File: src/rtl/five_bit_pkg.sv
// Shared constants and FSM state type for the five-bit serial receiver.
package five_bit_pkg;

    localparam int FIVE_BIT_WIDTH = 5;
    localparam logic IDLE_LVL = 1'b1;

    typedef enum logic [1:0] {
        IDLE   = 2'd0,
        DATA   = 2'd1,
        PARITY = 2'd2,
        STOP   = 2'd3
    } rx_state_e;

endpackage

File: src/rtl/five_bit_shifter.sv
// Indexed-load shift register: writes one bit at position idx_i per enabled cycle.
module five_bit_shifter #(
    parameter int WIDTH = 5,
    parameter int IDX_W = 3
) (
    input  logic             clock,
    input  logic             clr_i,
    input  logic             en_i,
    input  logic [IDX_W-1:0] idx_i,
    input  logic             bit_i,
    output logic [WIDTH-1:0] data_o
);

    logic [WIDTH-1:0] data_q;

    always_ff @(posedge clock) begin
        if (clr_i) begin
            data_q <= '0;
        end else if (en_i) begin
            data_q[idx_i] <= bit_i;
        end
    end

    assign data_o = data_q;

endmodule

File: src/rtl/five_bit_rx.sv
// Framed serial receiver: start, WIDTH data bits LSB first, optional even parity, stop.
// Define FIVE_BIT_RX_PARITY_EN to add the parity bit and its check.
module five_bit_rx
    import five_bit_pkg::*;
#(
    parameter int WIDTH = FIVE_BIT_WIDTH
) (
    input  logic             clock,
    input  logic             Reset,
    input  logic             bit_valid,
    input  logic             serial_in,
    output logic [WIDTH-1:0] word_out,
    output logic             word_valid,
    output logic             frame_error,
    output logic             busy
);

    localparam int CNT_W = (WIDTH > 1) ? $clog2(WIDTH) : 1;

    rx_state_e        state_q;
    logic [CNT_W-1:0] count_q;
    logic [WIDTH-1:0] word_q;
    logic             word_valid_q;
    logic             frame_error_q;
    logic             busy_q;
    logic [WIDTH-1:0] shift_data;
    logic             start_seen;
    logic             last_bit;
`ifdef FIVE_BIT_RX_PARITY_EN
    logic             par_q;
    logic             par_bad_q;
`endif

    assign start_seen = bit_valid && (state_q == IDLE) && (serial_in != IDLE_LVL);
    assign last_bit   = (count_q == CNT_W'(WIDTH - 1));

    // Clearing on the start bit keeps a stale partial frame from leaking into the next word.
    five_bit_shifter #(
        .WIDTH (WIDTH),
        .IDX_W (CNT_W)
    ) u_shift (
        .clock  (clock),
        .clr_i  (Reset || start_seen),
        .en_i   (bit_valid && (state_q == DATA)),
        .idx_i  (count_q),
        .bit_i  (serial_in),
        .data_o (shift_data)
    );

    always_ff @(posedge clock) begin
        if (Reset) begin
            state_q       <= IDLE;
            count_q       <= '0;
            word_q        <= '0;
            word_valid_q  <= 1'b0;
            frame_error_q <= 1'b0;
            busy_q        <= 1'b0;
`ifdef FIVE_BIT_RX_PARITY_EN
            par_q         <= 1'b0;
            par_bad_q     <= 1'b0;
`endif
        end else begin
            word_valid_q  <= 1'b0;
            frame_error_q <= 1'b0;
            if (bit_valid) begin
                case (state_q)
                    IDLE: begin
                        if (serial_in != IDLE_LVL) begin
                            state_q   <= DATA;
                            count_q   <= '0;
                            busy_q    <= 1'b1;
`ifdef FIVE_BIT_RX_PARITY_EN
                            par_q     <= 1'b0;
                            par_bad_q <= 1'b0;
`endif
                        end
                    end
                    DATA: begin
                        count_q <= count_q + 1'b1;
`ifdef FIVE_BIT_RX_PARITY_EN
                        par_q   <= par_q ^ serial_in;
                        if (last_bit) state_q <= PARITY;
`else
                        if (last_bit) state_q <= STOP;
`endif
                    end
`ifdef FIVE_BIT_RX_PARITY_EN
                    PARITY: begin
                        par_bad_q <= (serial_in != par_q);
                        state_q   <= STOP;
                    end
`endif
                    STOP: begin
`ifdef FIVE_BIT_RX_PARITY_EN
                        if ((serial_in == IDLE_LVL) && !par_bad_q) begin
`else
                        if (serial_in == IDLE_LVL) begin
`endif
                            word_q       <= shift_data;
                            word_valid_q <= 1'b1;
                        end else begin
                            frame_error_q <= 1'b1;
                        end
                        state_q <= IDLE;
                        busy_q  <= 1'b0;
                    end
                    default: begin
                        state_q <= IDLE;
                        busy_q  <= 1'b0;
                    end
                endcase
            end
        end
    end

    assign word_out    = word_q;
    assign word_valid  = word_valid_q;
    assign frame_error = frame_error_q;
    assign busy        = busy_q;

endmodule

File: config.mk
export PLATFORM = sky130hd
export DESIGN_NAME = five_bit_rx
export DESIGN_NICKNAME = d
export VERILOG_FILES = /design/src/rtl/five_bit_pkg.sv /design/src/rtl/five_bit_shifter.sv /design/src/rtl/five_bit_rx.sv
export SDC_FILE = /design/constraint.sdc
export NUM_CORES = 1
export LEC_CHECK = 0
export ABC_AREA = 0
export ABC_CLOCK_PERIOD_IN_PS = 1100
export CAP_MARGIN = 20
export CORE_MARGIN = 2
export CORE_UTILIZATION = 49
export CTS_BUF_LIST = sky130_fd_sc_hd__clkbuf_4 sky130_fd_sc_hd__clkbuf_8
export DETAILED_ROUTE_END_ITERATION = 10
export PLACE_DENSITY = 0.86
export SKIP_LAST_GASP = 1
export SLEW_MARGIN = 30
export SYNTH_ARGS = -nofsm -noshare
export SYNTH_HDL_FRONTEND = slang
export SYNTH_SLANG_ARGS = --single-unit
File: constraint.sdc
create_clock -name clock -period 1.1 [get_ports clock]
set_clock_uncertainty 0.05 [all_clocks]
set_input_delay 0.22 -clock clock [delete_from_list [all_inputs] [get_ports clock]]
set_output_delay 0.22 -clock clock [all_outputs]
set_load 0.02 [all_outputs]
==> flow_summary.json <==
{
  "status": "complete, but fails checks",
  "violations": "setup timing",
  "p_per_area_nw_per_um2": 1150,
  "maxCapViolCount": 0,
  "report.final.setup_viol": 9,
  "cts.sinks": 18,
  "grt_usage_pct": 21.0,
  "fin_util_pct": 69.4,
  "yosys-top-cells-area": "dfxtp_1 (45%), mux2i_1 (13%), nand3b_1 (5.7%)",
  "synth_area_per_cell_um2": 9.78,
  "slew_headroom_pct": 80.1,
  "synth_nets": 87,
  "drtIter0Drc": 17,
  "place_area_um2": 980,
  "coreArea_um2": 1510,
  "hp-class": "in2reg",
  "cp-end-kind": "flop",
  "grt_max_degree": 11,
  "post-synth-top-area-fraction_pct": 45.5,
  "cp.required_ns": 1.24,
  "dp.final_hpwl_um": 1260,
  "via_count": 700,
  "cts-htree-levels": 1,
  "slew_violations": 0,
  "clock_latency_ns": 0.30,
  "syn_area_um2": 792,
  "tritoncts.num_buffers": 3,
  "synth-seq-cells": 18,
  "hold_viol": 0,
  "rr_worst_depth": 3,
  "final_nets": 113,
  "clock_path_buffers": 2,
  "crit_path_start_kind": "flop",
  "gp_congestion": 0.822,
  "grt_pass1_wl_um": 2910,
  "num_antenna_cells": 0,
  "setup_tns_ns": -0.996,
  "antenna_left": 0,
  "area_delta_synth_final_pct": 32.1,
  "cts.reportedPaths.clkPinSlew_ns": 0.11,
  "die_x_um": 44.2,
  "fmax_mhz": 792,
  "drt_pass1_iterations": 4,
  "vdd_ir_drop_max_mv": 0.820,
  "cts-root-buf": "clkbuf_4",
  "ctsHoldBuffers": 0,
  "die_h_um": 44.2,
  "worstPathMaxFanout": 5,
  "min_period_ns": 1.26,
  "synth-seq-area-share_pct": 45.5,
  "finalWirelength_um": 1940,
  "p_leak_uw": 0.000497,
  "drc": 0,
  "tightest_slew_ns": 0.298,
  "syn_inst": 81,
  "synth_cell_types": 25,
  "rows": 14,
  "wl_per_cell_um": 15.9,
  "grt_pass1_vias": 695,
  "cts_tree": "built",
  "io_pins": 12,
  "viasPerCell": 5.74,
  "period_share_pct": 115,
  "drive_above_1_share_pct": 38.7,
  "design_area_um2": 1050,
  "yosys_warnings": 0,
  "crit_type": "reg2reg",
  "hold_depth": 3,
  "total_power_uw": 1200,
  "portBuffers": 11,
  "antenna_found_initial": 0,
  "arrival_ns": 1.40,
  "dieArea_um2": 1950,
  "fin_hold_ws_ns": 0.354,
  "setup_slack_ns": -0.163,
  "grt-ovfl-total": 0,
  "rsz0062_at_grt": "yes",
  "start_util_pct": 52.6,
  "yosys.area.top_type": "dfxtp_1"
}
[sequential cells by signal (all words and copies together) (netlist names)]
name	flops
frame_error	1
busy	1
state_q	2
word_valid	1
u_shift.data_o	5
count_q	3
word_out	5
[layer usage]
layer,global-route usage (%),routed length [µm],share of wire (%),up-vias
met2,32.9,915,47,28
met4,17.6,64,3.3,0
met1,24.8,848,44,326
met3,3.67,110,5.7,7
li1,-,-,-,339
met5,0,0,0,-
[cells by family after synthesis]
group | synth area share [%]
AOI/OAI and AO/OA | 8.06
adders and majority gates | 3.16
buffers and inverters | 5.05
DFF | 45.5
muxes | 12.6
and+or+nand+nor | 25.6
[cells in the mapped netlist]
cell type  instances
a21oi_1            4
inv_1              4
o21a_1             2
nor2_1             9
nor2b_1            2
buf_6              1
nand2_1            2
o21ai_0            1
nor4bb_1           1
dfxtp_1           18
o21ai_1            3
nand3b_1           6
ha_1               2
clkbuf_1           1
a32oi_1            1
and3b_1            1
nand4b_1           1
mux2i_1           10
nand2b_1           2
nor3_1             2
nand3_1            3
buf_2              2
or4b_4             1
and4bb_2           1
nand4_2            1
[stage by stage]
stage,setup WS [ns],cells
floorplan,-0.159,81
global placement,-0.472,115
detailed placement,-0.504,115
CTS,-0.153,120
global route,-0.216,122
finish,-0.163,122
[path summary, 6_finish.rpt]
path,startpoint,endpoint,slack (ns)
setup / recovery,state_q[1],u_shift.data_o[0],-0.16
hold / removal,serial_in,frame_error,0.35
setup reg to reg,state_q[1],u_shift.data_o[0],-0.16
hold reg to reg,busy,busy,0.43
[report_power, final]
part | internal [µW] | switching, µW | leakage [µW]
registers | 658 | 6.02 | 0.000148
clock network | 202 | 213 | 0.0000210
logic | 56.0 | 63.0 | 0.000327
total | 917 | 282 | 0.000497
[placed cells by master, fill, tap and decap left out, types with 3 or more instances in the layout]
cell type | Yosys | layout
dfxtp_2 | 0 | 5
o21ai_1 | 3 | 4
mux2i_1 | 10 | 10
a21oi_1 | 4 | 3
buf_2 | 2 | 5
nand3b_1 | 6 | 6
buf_4 | 0 | 17
dfxtp_1 | 18 | 12
clkbuf_4 | 0 | 3
inv_1 | 4 | 4
nor2_1 | 9 | 9
[timing repair]
action / in CTS / in global routing
endpoints found under the setup margin: 22 / 18
resized for setup: 36 / 16
gates cloned: 0 / 0
pin swaps: 4 / 10
setup buffers: 1 / 2
[cell type report]
type                       instances  area [µm²]
multi-input combinational         55         424
inverter                           4        15.0
clock buffer                       4        36.3
tap                               16        20.0
fill                             117         460
sequential                        18         370
timing repair buffer              25         180
[worst max-delay path, stage by stage (launching register included)]
cell      delay, ns
dfxtp_4        0.38
or4b_4         0.52
nand3b_1       0.12
mux2i_1        0.07
(Power assumes the default switching activity.)
